--- config.mk ---
export PLATFORM = sky130hd
export DESIGN_NAME = cbus_arbiter_flat
export DESIGN_NICKNAME = d
export VERILOG_FILES = /design/src/rtl/cbus_arbiter_if.sv /design/src/rtl/cbus_arbiter.sv /design/src/flat_wrapper.sv
export SDC_FILE = /design/constraint.sdc
export NUM_CORES = 1
export LEC_CHECK = 0
export CORE_AREA = 5 5 208 210
export CTS_CLUSTER_DIAMETER = 150
export CTS_CLUSTER_SIZE = 16
export DETAILED_ROUTE_END_ITERATION = 8
export DIE_AREA = 0 0 213 215
export GPL_TIMING_DRIVEN = 0
export RECOVER_POWER = 25
export SLEW_MARGIN = 0
export SYNTH_ARGS = -nofsm -noshare
export SYNTH_HDL_FRONTEND = slang
export SYNTH_SLANG_ARGS = --single-unit
--- constraint.sdc ---
create_clock -name clk -period 1.5 [get_ports clk]
set_clock_uncertainty 0.15 [all_clocks]
set_input_delay 0.225 -clock clk [delete_from_list [all_inputs] [get_ports clk]]
set_output_delay 0.225 -clock clk [all_outputs]
set_load 0.01 [all_outputs]
--- src/rtl/cbus_arbiter_if.sv ---
// -----------------------------------------------------------------------------
// cbus_pkg / cbus_arbiter_if
//
// Purpose:
//   CBus request/response types shared by the cache layer, the arbiter and the
//   AXI/CBus bridge, plus the interface that bundles the arbiter's cache-side
//   and memory-side buses.
//
// Interface signals (cbus_arbiter_if):
//   ireqs  [NUM_REQ]  per-requester CBus requests (cache -> arbiter)
//   iresps [NUM_REQ]  per-requester responses     (arbiter -> cache)
//   oreq              request to memory            (arbiter -> bridge)
//   oresp             response from memory         (bridge -> arbiter)
//
// Modports:
//   slave  - arbiter view: consumes ireqs/oresp, produces iresps/oreq
//   master - environment view (caches + bridge): the mirror image
// -----------------------------------------------------------------------------
package cbus_pkg;

  typedef logic [2:0] msize_t;
  typedef logic [1:0] axi_burst_t;

  localparam axi_burst_t AXI_BURST_INCR = 2'b01;

  // Burst length encoded as beats-1, as on AXI.
  typedef enum logic [3:0] {
    MLEN1  = 4'd0,
    MLEN2  = 4'd1,
    MLEN4  = 4'd3,
    MLEN8  = 4'd7,
    MLEN16 = 4'd15
  } mlen_t;

  typedef struct packed {
    logic        valid;
    logic        is_write;
    msize_t      size;
    logic [31:0] addr;
    logic [7:0]  strobe;
    logic [63:0] data;
    mlen_t       len;
    axi_burst_t  burst;
  } cbus_req_t;

  typedef struct packed {
    logic        ready;
    logic        last;
    logic [63:0] data;
  } cbus_resp_t;

endpackage

interface cbus_arbiter_if #(
  parameter int NUM_REQ = 2
);

  cbus_pkg::cbus_req_t  ireqs  [NUM_REQ];
  cbus_pkg::cbus_resp_t iresps [NUM_REQ];
  cbus_pkg::cbus_req_t  oreq;
  cbus_pkg::cbus_resp_t oresp;

  modport slave (
    input  ireqs,
    input  oresp,
    output iresps,
    output oreq
  );

  modport master (
    output ireqs,
    output oresp,
    input  iresps,
    input  oreq
  );

endinterface

--- src/rtl/cbus_arbiter.sv ---
// -----------------------------------------------------------------------------
// cbus_arbiter
//
// Purpose:
//   Shares the single memory-side CBus between NUM_REQ cache requesters
//   (e.g. ICache on port 0, DCache on port 1). One requester is granted at a
//   time and keeps the grant for its whole burst (refill or writeback) until
//   memory returns ready&last. Selection is round-robin starting at a
//   priority pointer that moves past the requester just served.
//
// Ports:
//   clk        in   clock
//   reset      in   asynchronous, active-high reset
//   bus        if   cbus_arbiter_if.slave: ireqs/iresps (cache side),
//                   oreq/oresp (memory side)
//   busy       out  high while a transaction is granted
//   grant_idx  out  granted requester index; meaningful only while busy
// -----------------------------------------------------------------------------
module cbus_arbiter
  import cbus_pkg::*;
#(
  parameter int NUM_REQ  = 2,
  parameter int IDX_BITS = (NUM_REQ > 1) ? $clog2(NUM_REQ) : 1
) (
  input  logic                clk,
  input  logic                reset,
  cbus_arbiter_if.slave       bus,
  output logic                busy,
  output logic [IDX_BITS-1:0] grant_idx
);

  typedef enum logic {
    IDLE = 1'b0,
    BUSY = 1'b1
  } state_e;

  state_e              state_q;
  logic [IDX_BITS-1:0] grant_q;
  logic [IDX_BITS-1:0] ptr_q;
  logic [IDX_BITS-1:0] ptr_d;
  logic [IDX_BITS-1:0] arb_idx;
  logic                arb_found;

  // (base + off) mod NUM_REQ; off never exceeds NUM_REQ-1.
  function automatic logic [IDX_BITS-1:0] wrap_idx(
    input logic [IDX_BITS-1:0] base,
    input int                  off
  );
    int s;
    s = int'(base) + off;
    if (s >= NUM_REQ) s = s - NUM_REQ;
    return IDX_BITS'(s);
  endfunction

  // Round-robin search: first valid requester at or after ptr, wrapping.
  // NOTE: every always_comb output gets a default before any branch so no
  // path leaves it unassigned and no latch is inferred.
  always_comb begin
    arb_found = 1'b0;
    arb_idx   = ptr_q;
    for (int k = 0; k < NUM_REQ; k++) begin
      if (!arb_found && bus.ireqs[wrap_idx(ptr_q, k)].valid) begin
        arb_found = 1'b1;
        arb_idx   = wrap_idx(ptr_q, k);
      end
    end
  end

  // Priority moves to the requester after the one just served.
  assign ptr_d = (grant_q == IDX_BITS'(NUM_REQ - 1)) ? '0 : grant_q + 1'b1;

  // Grant FSM. Leaving BUSY always lands in IDLE for one cycle, which is the
  // arbitration bubble that guarantees oreq.valid drops between bursts.
  // NOTE: sequential state uses non-blocking assignments only, so every flop
  // samples the pre-edge value of every other flop.
  always_ff @(posedge clk or posedge reset) begin
    if (reset) begin
      state_q <= IDLE;
      grant_q <= '0;
      ptr_q   <= '0;
    end else begin
      case (state_q)
        IDLE: begin
          if (arb_found) begin
            grant_q <= arb_idx;
            state_q <= BUSY;
          end
        end
        BUSY: begin
          // Other ports' valid changes are irrelevant here; only the
          // memory's final beat ends the grant, even if the owner dropped
          // valid early.
          if (bus.oresp.ready && bus.oresp.last) begin
            state_q <= IDLE;
            ptr_q   <= ptr_d;
          end
        end
        default: state_q <= IDLE;
      endcase
    end
  end

  // Datapath mux. oreq depends only on state and ireqs, never on oresp, so
  // there is no combinational loop through the bridge. Because reset forces
  // state_q to IDLE asynchronously, oreq.valid drops as soon as reset rises.
  always_comb begin
    bus.oreq = '0;
    for (int i = 0; i < NUM_REQ; i++) begin
      bus.iresps[i].ready = 1'b0;
      bus.iresps[i].last  = 1'b0;
      // Read data is broadcast; ports without ready simply ignore it.
      bus.iresps[i].data  = bus.oresp.data;
    end
    if (state_q == BUSY) begin
      bus.oreq = bus.ireqs[grant_q];
      for (int i = 0; i < NUM_REQ; i++) begin
        if (grant_q == IDX_BITS'(i)) begin
          bus.iresps[i].ready = bus.oresp.ready;
          bus.iresps[i].last  = bus.oresp.last;
        end
      end
    end
  end

  assign busy      = (state_q == BUSY);
  assign grant_idx = grant_q;

endmodule

--- src/flat_wrapper.sv ---
// flat-port wrapper written by rule: the top's interface ports become plain ports
module cbus_arbiter_flat import cbus_pkg::*;
#(
  parameter int NUM_REQ  = 2,
  parameter int IDX_BITS = (NUM_REQ > 1) ? $clog2(NUM_REQ) : 1
)
  (clk, reset, busy, grant_idx, bus_ireqs, bus_oresp, bus_iresps, bus_oreq);
  cbus_arbiter_if #(.NUM_REQ(NUM_REQ)) bus_i ();
  input  logic clk;
  input  logic reset;
  output logic busy;
  output logic [IDX_BITS-1:0] grant_idx;
  input wire logic [$bits(bus_i.ireqs)-1:0] bus_ireqs;
  input wire logic [$bits(bus_i.oresp)-1:0] bus_oresp;
  output wire logic [$bits(bus_i.iresps)-1:0] bus_iresps;
  output wire logic [$bits(bus_i.oreq)-1:0] bus_oreq;
  assign bus_i.ireqs = {>>{bus_ireqs}};
  assign bus_i.oresp = bus_oresp;
  assign bus_iresps = {>>{bus_i.iresps}};
  assign bus_oreq = bus_i.oreq;
  cbus_arbiter #(.NUM_REQ(NUM_REQ), .IDX_BITS(IDX_BITS)) u_core (.clk(clk), .reset(reset), .bus(bus_i), .busy(busy), .grant_idx(grant_idx));
endmodule
======== Word level (Yosys, flattened, before mapping) ========
Cells that the tools add are included.
word-level totals
  flip-flop bits (word level) ............. 3
  input bits .............................. 298
  output and inout bits ................... 249
  word-level logic and storage cells ...... 45
cells by class
  add/subtract/negate cells ............... 4
  $lt $le $gt $ge ......................... 5
  mux-type cells .......................... 24
  bitwise operators ....................... 4
  reduce and logical (&&, ||, !) cells .... 5
operator list
  operator               count
  $mux W115              10
  $mux W1                9
  $ge A2 B2 Y1 const B   4
  $mux W2                4
  $not A1 Y2             3
  $reduce_and A2 Y1      2
  $add A1 B1 Y2 const B  1
  $ge A1 B2 Y1 const B   1
  $logic_and A1 B1 Y1    2
  $pmux W1 S2            1
  $sub A1 B1 Y1 const B  2
  $add A1 B1 Y1 const B  1
  $logic_not A1 Y1       1
  $not A1 Y1             1

======== Logic depth before layout (Yosys ltp) ========
Gate-level depths: netlist (run 1).
  depth after elaboration ................. 12
  depth in mapped cells ................... 5
  depth with buffers taken out ............ 2

======== Worst setup path after synthesis (run 1) ========
Ideal clock, no wire load.
  path kind ............................... flip-flop to output port
  start ................................... register u_core.grant_q (netlist: u_core.grant_idx)
  end ..................................... output bus_oreq[100]
  arrival ................................. 1.148 ns
  data required time ...................... 1.125 ns
  slack ................................... -0.023 ns
  stages on the path, launching flop included .. 6
  buffers on the path ..................... 3
  path through ............................ dfrtp_1 > buf_4 > buf_12 > buf_12 > mux2i_1 > nor2b_1
on the way
  cells in the longest elaborated chain, start to end .. 5
RTL lines
  element                                       line                 source
  start, declared                               cbus_arbiter.sv:38   logic [IDX_BITS-1:0] grant_q;
  start signal, assigned                        cbus_arbiter.sv:85   grant_q <= arb_idx;
  $not A1 Y2 (implied by the code)              cbus_arbiter.sv:115  bus.oreq = bus.ireqs[grant_q];
  $mux W115 (implied by the code) (3 in a row)  cbus_arbiter.sv:115
  $mux W115                                     cbus_arbiter.sv:114  if (state_q == BUSY) begin
  end, declared                                 flat_wrapper.sv:16   output wire logic [$bits(bus_i.oreq)-1:0] bus_oreq;
No other way between the ends. The select of a mux whose other input is x is not followed.

======== Worst setup path after layout (run 1) ========
  start ................................... register u_core.grant_q (netlist: u_core.grant_idx)
  end ..................................... output bus_oreq[95]
The elaborated chain is that of the path after synthesis.

==> impl_metrics.ini, run 1 <==
[clock_tree]
htreeDepth = 1
cts_buffer_depth = 2
cts_tree = yes
cts_buffers = 3
ctsHoldBuffers = 0
clk_pin_slew_worst_paths_ps = 30
numClockSinks = 3
clk_latency_ps = 220
root_buffer = clkbuf_16

[flow_run]
drv_cap = 0

[yosys]
synthMuxAreaShare = 0.3550
synth_compound_area_frac = 0.005356
syn_area_mm2 = 0.003271
synth_xor_area_frac = 0
netlist_instances = 403
synth.avg_cell_area_um2 = 8.116
ys_ff_latch = 3
yosys-top-cells-count = buf_4, nor2b_1, mux2i_1
ys_types = 14
ys_top_cells_by_area = mux2i_1, buf_4, nor2b_1
seq_area_frac_synth = 0.02295
synth_fp_nets = 701
synthSimpleGateAreaFrac = 0.2349
synthFlopType = dfrtp_1
synth.most_common_cell = buf_4
postSynth.asyncResetShare = 1.000
yosysTopAreaCell = mux2i_1
synth_warnings = 0
synth_top_family_by_area = buffers and inverters
synth_fa_ha_area_frac = 0
synth_edf_count = 0
synth_top_area_share = 0.3550

[drt]
ant_nets = 0
drt_iter0_markers = 89
routed_wl_um = 21970
via_per_inst = 3.065
firstDrtPassIters = 4
drc = 0
wl_per_cell_um = 14.87
via_count = 4527

[global_route]
first_global_vias = 4983
grt_overflow = 0
grt_max_degree = 11
antenna_found_initial = 2
grt_first_pass_wirelength_um = 29660
grtUsageTotal = 0.08352

[critical_path]
cp_max_fo = 7
crit_arrival_ps = 1600
setup.worst_path.end_class = output port
worstSetupStartpointType = flip-flop
crit_required_ps = 1120
worstSetupPathType = reg -> out

[sta]
fin_crit_sh = 1.313
setup-violations-final = 119
timing.final.ws_setup_ps = -470.0
fmax_mhz = 507.6
finalCriticalPeriod_ps = 1970
tns_ps = -44990
holdWs_ps = 260.2
rsz0062_at_grt = yes
tightest_slew_ps = 212.2
hold_violations = 0
relSlewSlack = 0.8555
drv_slew = 0

[floorplanning]
die_h_um = 215
dieWidth_um = 213
start_util = 0.07903
io_pins = 547
core_region_area_mm2 = 0.04138
dieArea_mm2 = 0.04580
rows = 75

[cells_and_area]
nets = 1237
num_antenna_cells = 0
regArea_um2 = 76.32
area_delta_synth_final_pct = 181.7
drive_gt1_frac = 0.3699
multiInputGateArea_mm2 = 0.002081
fillers = 4547

[power_and_ir_drop]
p_leak_nw = 4.204
ir_drop_mv = 0.2939
p_per_area_mw_per_mm2 = 708.6

[status]
status = complete, but fails checks
violations = setup timing

[hold_path]
hold_path_class = in -> async

[place]
portBuffers = 482
post-dp-hpwl_um = 18470
gp_congestion = 0.7779
power by group:
group | switching, mW | internal (mW) | leakage (nW) | total, mW
clock network | 0.0674 | 0.350 | 0.0382 | 0.418
logic | 2.33 | 3.65 | 4.13 | 5.99
registers | 0.0200 | 0.104 | 0.0328 | 0.124
cells in the final DEF, fill, tap and decap left out, drive strengths merged, types with 2 or more instances in the layout:
master / Yosys / layout
inv: 2 / 2
nand2: 3 / 3
nor2: 2 / 2
buf: 143 / 293
dfrtp: 3 / 3
and3: 2 / 2
dlygate4sd3: 0 / 32
mux2i: 116 / 116
nor2b: 117 / 117
clkbuf: 12 / 35
clkdlybuf4s50: 0 / 329
through the flow:
stage	cells	util	instance area (µm²)	worst slack, ps	total power [mW]
2_1_floorplan	403	-	3274	-6.315	2.689
3_3_place_gp	1424	0.2120	8773	-1068	5.328
3_5_place_dp	1424	0.2120	8773	-1080	5.354
4_1_cts	1460	0.2195	9085	-538.5	6.311
5_1_grt	1477	0.2226	9213	-571.5	6.961
6_report	1477	0.2226	9213	-470.0	6.528
cell type report:
class / count / share of cell area
sequential: 3 / 0.008285
buffer: 154 / 0.1459
inverter: 2 / 0.0008149
clock buffer: 4 / 0.008556
timing repair buffer: 532 / 0.5374
multi-input combinational: 243 / 0.2259
tap: 539 / 0.07320
cell families after synthesis:
logic type             Yosys count
multiplexers                   116
buffers and inverters          157
flip-flops                       3
AO/OA/AOI/OAI                    2
AND/OR/NAND/NOR                125
sequential cells by signal, indices dropped and copies added (netlist names):
register	cells
u_core.busy	1
u_core.grant_idx	1
u_core.ptr_q	1
per-layer routing:
| layer | up-vias | GRT usage | wire length [µm] |
|---|---|---|---|
| met5 | - | 0 | 21 |
| met4 | 4 | 0.01259 | 255 |
| met3 | 14 | 0.03063 | 2691 |
| met2 | 308 | 0.1687 | 11780 |
| met1 | 1947 | 0.08069 | 7217 |
| li1 | 2254 | - | - |
final timing paths:
path / start / endpoint / slack, ps / depth (start not counted)
max: u_core.grant_idx / bus_oreq[95] / -470 / 7
min: reset / u_core.grant_idx / 260 / 2
max reg2reg: u_core.grant_idx / u_core.grant_idx / 50 / 6
min reg2reg: u_core.ptr_q / u_core.ptr_q / 400 / 2
max in group asynchronous: reset / u_core.busy / 790 / 2
min in group clk: u_core.ptr_q / u_core.ptr_q / 400 / 2
repair_timing:
action,in CTS,in global routing
resized for setup,403,169
endpoints found under the setup margin,123,121
gates cloned,6,4
pin swaps,0,2
setup buffers,26,16
worst max-delay path, stage by stage (launching register included):
cell     delay [ps]
dfrtp_1         390
buf_12          150
buf_16          160
buf_6           130
buf_12          130
mux2i_2         140
nor2b_1         110
buf_2           150
No activity file was read; power rests on OpenSTA's default activity.
==> run 2: changes to the inputs <==
--- a/config.mk
+++ b/config.mk
@@ -5,12 +5,16 @@
 export SDC_FILE = /design/constraint.sdc
 export NUM_CORES = 1
 export LEC_CHECK = 0
-export CORE_AREA = 5 5 208 210
+export CELL_PAD_IN_SITES_DETAIL_PLACEMENT = 0
+export CELL_PAD_IN_SITES_GLOBAL_PLACEMENT = 1
+export CORE_AREA = 5 5 207 209
 export CTS_CLUSTER_DIAMETER = 150
 export CTS_CLUSTER_SIZE = 16
 export DETAILED_ROUTE_END_ITERATION = 8
-export DIE_AREA = 0 0 213 215
+export DIE_AREA = 0 0 212 214
 export GPL_TIMING_DRIVEN = 0
+export HOLD_SLACK_MARGIN = 0.03
+export PLACE_DENSITY_LB_ADDON = 0.1
 export RECOVER_POWER = 25
 export SLEW_MARGIN = 0
 export SYNTH_ARGS = -nofsm -noshare
==> run 2 against run 1 <==
Against the previous run:
- the run still ends with setup timing left
- clock-buffer cell count did not move
- setup slack got worse by 100 ps
- highest routed layer is now met4
- first-iteration DRC count fell by 5.6%
- maximum frequency fell by 4.9%
- largest cell class unchanged
- clock power barely moved
- combinational power barely moved
- sequential share of layout area barely moved
==> impl_metrics.ini, run 2 (synthesized netlist as in run 1, its figures left out) <==
[hold_path]
hold_path_class = in -> async

[place]
gp_congestion = 0.7027
dpl-instance-area_mm2 = 0.008765
place_ws_ps = -950.6
post-dp-hpwl_um = 20960
portBuffers = 482
dp_cells = 1417

[power_and_ir_drop]
p_per_area_mw_per_mm2 = 716.0
intPower_mw = 4.138
comb_power_share = 0.917
clock_power_share = 0.064
p_leak_nw = 4.162
ir_drop_mv = 0.3782
p_switching_mw = 2.411
swShare = 0.3682
total_power_mw = 6.549
pwr-share-seq = 0.019

[sta]
finalCriticalPeriod_ps = 2071
fmax_mhz = 483.0
drv_slew = 0
relSlewSlack = 0.8616
tns_ps = -51000
timing.final.ws_setup_ps = -570.5
rsz0062_at_grt = yes
tightest_slew_ps = 207.5
hold_violations = 0
setup-violations-final = 120
holdWs_ps = 169.5
fin_crit_sh = 1.380

[clock_tree]
clk_pin_slew_worst_paths_ps = 30
clk_latency_ps = 220
root_buffer = clkbuf_16
cts_buffer_depth = 2
htreeDepth = 1
numClockSinks = 3
cts_tree = yes
cts_buffers = 3
ctsHoldBuffers = 0

[critical_path]
worstSetupStartpointType = flip-flop
cp_max_fo = 5
crit_arrival_ps = 1700
setup.worst_path.end_class = output port
crit_required_ps = 1120
worstSetupPathType = reg -> out

[floorplanning]
core_region_area_mm2 = 0.04065
dieArea_mm2 = 0.04537
io_pins = 547
die_h_um = 214
dieWidth_um = 212
start_util = 0.08047
rows = 74

[drt]
via_count = 4552
drt_iter0_markers = 84
wl_per_cell_um = 16.34
via_per_inst = 3.101
firstDrtPassIters = 3
ant_nets = 0
routed_wl_um = 23990
drc = 0

[global_route]
first_global_vias = 5034
grt_first_pass_wirelength_um = 33010
grt_max_degree = 11
grtUsageMet2 = 0.1995
grt_use_met1 = 0.08661
global_route.usage.met3 = 0.03789
busiest_layer = met2
grt_overflow = 0
grtUsageTotal = 0.09570
antenna_found_initial = 2

[status]
status = complete, but fails checks
violations = setup timing

[cells_and_area]
final_area_mm2 = 0.009146
area_delta_synth_final_pct = 179.6
final_common_cell = clkdlybuf4s50_1
fin_util = 0.2250
drive_gt1_frac = 0.3647
nets = 1234
fin_cells = 1468
regArea_um2 = 76.32
multiInputGateArea_mm2 = 0.002102
layout_common_cells = clkdlybuf4s50_1, buf_4, nor2b_1, buf_2, mux2i_1
fillers = 4510

[flow_run]
drv_cap = 0
run 2: critical path, cell delays in order (launching register included):
cell and delay [ps]:
dfrtp_1 410, buf_8 170, buf_4 150, bufbuf_16 270
mux2i_1 110, nor2b_1 100, dlygate4sd2_1 270
run 2: power by group through the flow:
stage,clock network (mW),logic [mW],registers (mW)
after floorplan,0,2.57,0.122
after global placement,0,5.36,0.126
after detailed placement,0,5.31,0.124
after CTS,0.427,6.13,0.126
after global routing,0.433,6.45,0.127
final,0.418,6.01,0.126
run 2: final cells by class:
cell class                      instances  share of cell area
Antenna cell                            1           0.0002736
Buffer                                153              0.1402
Clock buffer                            4            0.008618
Inverter                                2           0.0008208
Multi-Input combinational cell        243              0.2298
Sequential cell                         3            0.008345
Tap cell                              532             0.07278
Timing Repair Buffer                  530              0.5391
run 2: final timing paths:
kind | start | depth (start not counted) | slack (ps) | to
hold / removal | reset | 2 | 170 | u_core.grant_idx
setup reg to reg | u_core.grant_idx | 6 | 0 | u_core.grant_idx
min in group clk | u_core.ptr_q | 2 | 370 | u_core.grant_idx
setup / recovery | u_core.grant_idx | 6 | -570 | bus_oreq[19]
hold reg to reg | u_core.ptr_q | 2 | 370 | u_core.grant_idx
max in group asynchronous | reset | 2 | 880 | u_core.busy
run 2: layer usage:
| metal | share of wire | vias up |
|---|---|---|
| li1 | - | 2253 |
| met1 | 0.31 | 2022 |
| met2 | 0.56 | 267 |
| met3 | 0.12 | 10 |
| met4 | 0.0096 | 0 |
| met5 | 0 | - |
run 2: what timing repair did:
| item | in CTS | in global routing |
|---|---|---|
| gates cloned | 9 | 1 |
| gates resized for setup | 504 | 74 |
| setup endpoints to repair | 121 | 119 |
| buffers inserted | 27 | 18 |
| pin swaps | 0 | 0 |
==> RTL change 1: new RTL, settings of run 2 <==
Reset style: synchronous (`reset`), changed in one clocked block. Comments in the files are not updated.
--- a/src/rtl/cbus_arbiter.sv
+++ b/src/rtl/cbus_arbiter.sv
@@ -75,3 +75,3 @@
   // samples the pre-edge value of every other flop.
-  always_ff @(posedge clk or posedge reset) begin
+  always_ff @(posedge clk) begin
     if (reset) begin
Formal check against the unedited RTL: differs if reset is asserted again (counterexample within 4 cycles, from zero or initial values and one cycle with reset high); with reset held inactive, the same outputs for 4 cycles.
==> RTL change 1 against run 2 <==
- the flow still finishes with violations (negative setup slack)
- wire length up 1.7%
- cell area decreased by 2.1%
- count of clock-buffer cells in the layout is the same
- sequential cell count unchanged
- fmax rose by 11%
- hold slack better by 0.18 ns
- worst setup slack improved by 0.21 ns
- register-to-register slack improved by 0.15 ns
- global-route usage about the same
- area after synthesis down 9.0%
Power is not compared: it rests on default switching activity, and its combinational part moved more than twofold at a synthesized area within 25%.
==> RTL change 1: results (changes against run 2) <==
| Metric | Value |
|---|---|
| Status | finished with violations |
| Failing checks | negative setup slack |
| Count of cell types in the netlist | 18 (+4) |
| Final #Nets | 1237 (+0.24%) |
| Worst reg2reg setup slack | 0.15 ns (+0.15 ns) |
| R2R cell count | 5 (-1) |
| All-layer global routing usage | 9.54% (-0.026 points) |
| Crit path largest cell delay | 0.39 ns (-0.02 ns) |
| Worst Path Arrival | 1.49 ns (-0.21 ns) |
| Routed via count | 4539 (-0.29%) |
| Critical path destination | bus_oreq[77] |
| Post-Syn Area per Cell | 7.37 sq um (-9.2%) |
| Met3 WL post-DR | 2.82 mm (about the same) |
| Clk pin slew, worst setup/hold paths | 0.03 ns (about the same) |
| Fin Setup TNS | -28.72 ns (+22.28 ns) |
| Mapped Nets | 702 (+0.14%) |
| Vias in the first global route | 4705 (-6.5%) |
| DRT iter0 DRCs | 76 (-9.5%) |
| Met1 WL | 7.65 mm (+2.5%) |
| Async SR Flop Fraction | 0% (-100 points) |
| Final RePlAce weighted congestion | 0.698 (-0.65%) |
| Worst-case hold slack | 0.352 ns (+0.182 ns) |
| Postcts setup bufs | 19 (-30%) |
| Share of layout cells above drive strength 1 | 37.7% (+1.3 points) |
| Compound-gate portion of the synthesized area | 0.841% (+0.31 points) |
| Setup violators final | 119 (-0.83%) |
| Final worst-path setup slack | -0.362 ns (+0.209 ns) |
| M2 GR Usage | 19.7% (-0.27 points) |
| Place WS | -0.804 ns (+0.147 ns) |
| Global-route wire length before repair | 32.6 mm (-1.4%) |
| Met3 usage in global routing | 4.29% (+0.50 points) |
| Crit path max-delay cell type | dfxtp_4 |
| Seq/Total Area, Yosys | 2.02% (-0.28 points) |
| Reg-to-reg critical path startpoint | u_core.busy |
| Critical R2R Capture | u_core.ptr_q |
| # diodes | 0 (-1) |
| GR met1 Demand/Resource | 8.84% (+0.18 points) |
| Routed wire length | 24.4 mm (+1.7%) |
| Post-synth top cells | 131 x buf_4, 118 x nor2_1, 115 x mux2i_1, 10 x buf_12, 7 x buf_2 |
| Drt wl/cell | 16.6 microns (+1.6%) |
| Placed Area | 0.00847 sq mm (-3.4%) |
| Inst Count DP | 1418 (+0.071%) |
| Routed wl met2 | 13.8 mm (+2.7%) |
| Mux share of post-synthesis cell area | 38.7% (+3.2 points) |
| DP Wirelength | 21.0 mm (about the same) |
-- RTL change 1: changes by cell type after synthesis, moves of 2 or more --
| cell | run 2 | this run |
|---|---|---|
| nor2b_1 | 117 | 0 |
| nor2_1 | 2 | 118 |
| clkbuf_1 | 12 | 5 |
| buf_2 | 1 | 7 |
| dfrtp_1 | 3 | 0 |
| dfxtp_1 | 0 | 3 |
| nor3_1 | 0 | 2 |
-- RTL change 1: worst max-delay path, delay by kind of cell, from the launching register on --
family,cells,cell delay [ns]
buffers and inverters,5,0.65
muxes,1,0.17
DFF,1,0.39
and+or+nand+nor,1,0.05
-- RTL change 1: area by class of cell --
cell class                 count  area (sq um)  share of cell area, %
timing repair buffer         532          4970                   55.5
sequential                     3          65.1                  0.726
inverter                       2          15.0                  0.168
buffer                       153          1340                   14.9
tap                          532           666                   7.43
multi-input combinational    244          1830                   20.4
clock buffer                   4          78.8                  0.880
==> RTL change 2: new RTL, config.mk and constraints of run 2 <==
Made on the original files. `NUM_REQ` is set to 2 in 3 places; all go to 1.
--- a/src/rtl/cbus_arbiter_if.sv
+++ b/src/rtl/cbus_arbiter_if.sv
@@ -54,3 +54,3 @@
 interface cbus_arbiter_if #(
-  parameter int NUM_REQ = 2
+  parameter int NUM_REQ = 1
 );
--- a/src/rtl/cbus_arbiter.sv
+++ b/src/rtl/cbus_arbiter.sv
@@ -21,3 +21,3 @@
 #(
-  parameter int NUM_REQ  = 2,
+  parameter int NUM_REQ  = 1,
   parameter int IDX_BITS = (NUM_REQ > 1) ? $clog2(NUM_REQ) : 1
--- a/src/flat_wrapper.sv
+++ b/src/flat_wrapper.sv
@@ -3,3 +3,3 @@
 #(
-  parameter int NUM_REQ  = 2,
+  parameter int NUM_REQ  = 1,
   parameter int IDX_BITS = (NUM_REQ > 1) ? $clog2(NUM_REQ) : 1
Interface: changed (resized bus_ireqs and bus_iresps); port bits go from 547 to 366. No check against the original RTL was run, so the function may have changed too.
==> RTL change 2 against run 2 <==
- the run still ends with negative setup slack left
- cell area down 42%
- wire length down 47%
- area after synthesis down 58%
- worst setup slack better by 0.53 ns
- hold slack better by 0.20 ns
- total power down 68%
- cell count down 28%
- sequential share of layout area down 0.34 points
- sequential cell count down 2
- critical endpoint is now bus_oreq[37]
- largest power group unchanged
- highest routed layer is now met3
==> RTL change 2: results (changes against run 2) <==
| Metric | Value |
|---|---|
| # diodes | 0 (-1) |
| # resized after CTS | 423 (-16%) |
| Post-synth top cells | 116 x and2_1, 65 x buf_4, 9 x clkbuf_2, 3 x buf_6 |
| Vias in the first global route | 2653 (-47%) |
| Critical R2R Capture | u_core.busy |
| Synth area leaders | and2_1 53%, buf_4 36%, clkbuf_2 3.3%, buf_6 2.5%, dfrtp_1 1.8% |
| DRT iter0 DRCs | 14 (-83%) |
| Share of layout cells above drive strength 1 | 52.0% (+16 points) |
| DRT Pass-1 Iters | 4 (+1) |
| Hold_buf cts | 0 (unchanged) |
| Crit path largest cell delay | 0.42 ns |
| Inst Count DP | 1032 (-27%) |
| Setup violators final | 6 (-95%) |
| Post-Syn Area per Cell | 6.81 sq um (-16%) |
| Routed wire length | 12.8 mm (-47%) |
| Port Buffer Count | 300 (-38%) |
| Mapped Nets | 383 (-45%) |
| R2R cell count | 4 (-2) |
| Failing checks | negative setup slack |
| Lkg Pwr | 2.32 nW (-44%) |
| Worst skew pair latency | 0 ns (-0.22 ns) |
| Place WS | -0.522 ns (+0.429 ns) |
| Status | finished with violations |
| Hold crit path type | in2async |
| DP Wirelength | 11.2 mm (-47%) |
| Seq/Total Area, Yosys | 1.84% (-0.46 points) |
| Initial antenna violation count | 0 (-2) |
| Reg-to-reg critical path startpoint | u_core.busy |
| Placed Area | 0.00503 sq mm (-43%) |
| Crit path max-delay cell type | dfrtp_2 |
| Postcts setup bufs | 9 (-67%) |
| Global-route wire length before repair | 16.7 mm (-49%) |
| Final worst-path setup slack | -0.0373 ns (+0.533 ns) |
| Fin cells | 1051 (-28%) |
| Met3 usage in global routing | 1.89% (-1.9 points) |
| Clk pin slew, worst setup/hold paths | 0 ns (-0.03 ns) |
| Syn. warnings | 0 (unchanged) |
| Int Pwr | 1.37 mW (-67%) |
| Psw | 0.726 mW (-70%) |
| Fin Setup TNS | -0.0883 ns (+50.91 ns) |
| Clock group | 0 mW |
| Peak VDD IR | 0.000101 V (-73%) |
| Max reg flops | 1 |
| Count of cell types in the netlist | 11 (-3) |
| Worst reg2reg setup slack | 0.29 ns (+0.29 ns) |
| Final #Nets | 704 (-43%) |
| M2 GR Usage | 10.6% (-9.4 points) |
| DR vias/cell | 2.33 (-25%) |
| Worst-case hold slack | 0.365 ns (+0.195 ns) |
| # fillers | 4716 (+4.6%) |
| GR met1 Demand/Resource | 3.85% (-4.8 points) |
| Worst Path Arrival | 1.16 ns (-0.54 ns) |
| Final RePlAce weighted congestion | 0.781 (+11%) |
| Crit path max fanout | 8 (+3) |
| Top FF cell, synth | dfrtp_1 |
| All-layer global routing usage | 4.70% (-4.9 points) |
## RTL change 2: cell types whose count changed after synthesis, moves of 10 or more
cell,delta
nor2b_1,-117
and2_1,+116
mux2i_1,-116
clkbuf_1,-12
buf_4,-67
buf_12,-10
## RTL change 2: layer usage
| metal | vias up | part of all wire (%) |
|---|---|---|
| met5 | - | 0 |
| met4 | 0 | 0 |
| met3 | 0 | 15 |
| met2 | 192 | 57 |
| met1 | 1098 | 28 |
| li1 | 1161 | - |
## RTL change 2: worst max-delay path by stage
stage	from	to	slack, ns	depth (start not counted)
2_1_floorplan	u_core.busy	bus_oreq[64]	0.19	4
3_3_place_gp	u_core.busy	bus_oreq[90]	-0.52	4
3_5_place_dp	u_core.busy	bus_oreq[90]	-0.52	4
4_1_cts	u_core.busy	bus_oreq[49]	-0.27	6
5_1_grt	u_core.busy	bus_oreq[37]	-0.07	6
6_report	u_core.busy	bus_oreq[37]	-0.04	6
## RTL change 2: area by class of cell
cell class	count	area [sq um]	area share (%)
Tap cell	532	666	12.5
Timing Repair Buffer	321	3080	57.8
Buffer	76	664	12.5
Multi-Input combinational cell	120	886	16.6
Inverter	1	3.75	0.0705
Sequential cell	1	26.3	0.494
## RTL change 2: cells by family after synthesis
kind of cell | Yosys count | synth area share [%]
buffers and inverters | 79 | 43.0
AO/OA/AOI/OAI | 1 | 0.643
AND/OR/NAND/NOR | 118 | 54.2
flip-flops | 1 | 1.84
other | 1 | 0.275
## RTL change 2: worst max-delay path: cells and delay by family, from the launching register on
| kind | cells | cell delay [ns] |
|---|---|---|
| buffers and inverters | 5 | 0.60 |
| flip-flops | 1 | 0.42 |
| AND/OR/NAND/NOR | 1 | 0.12 |
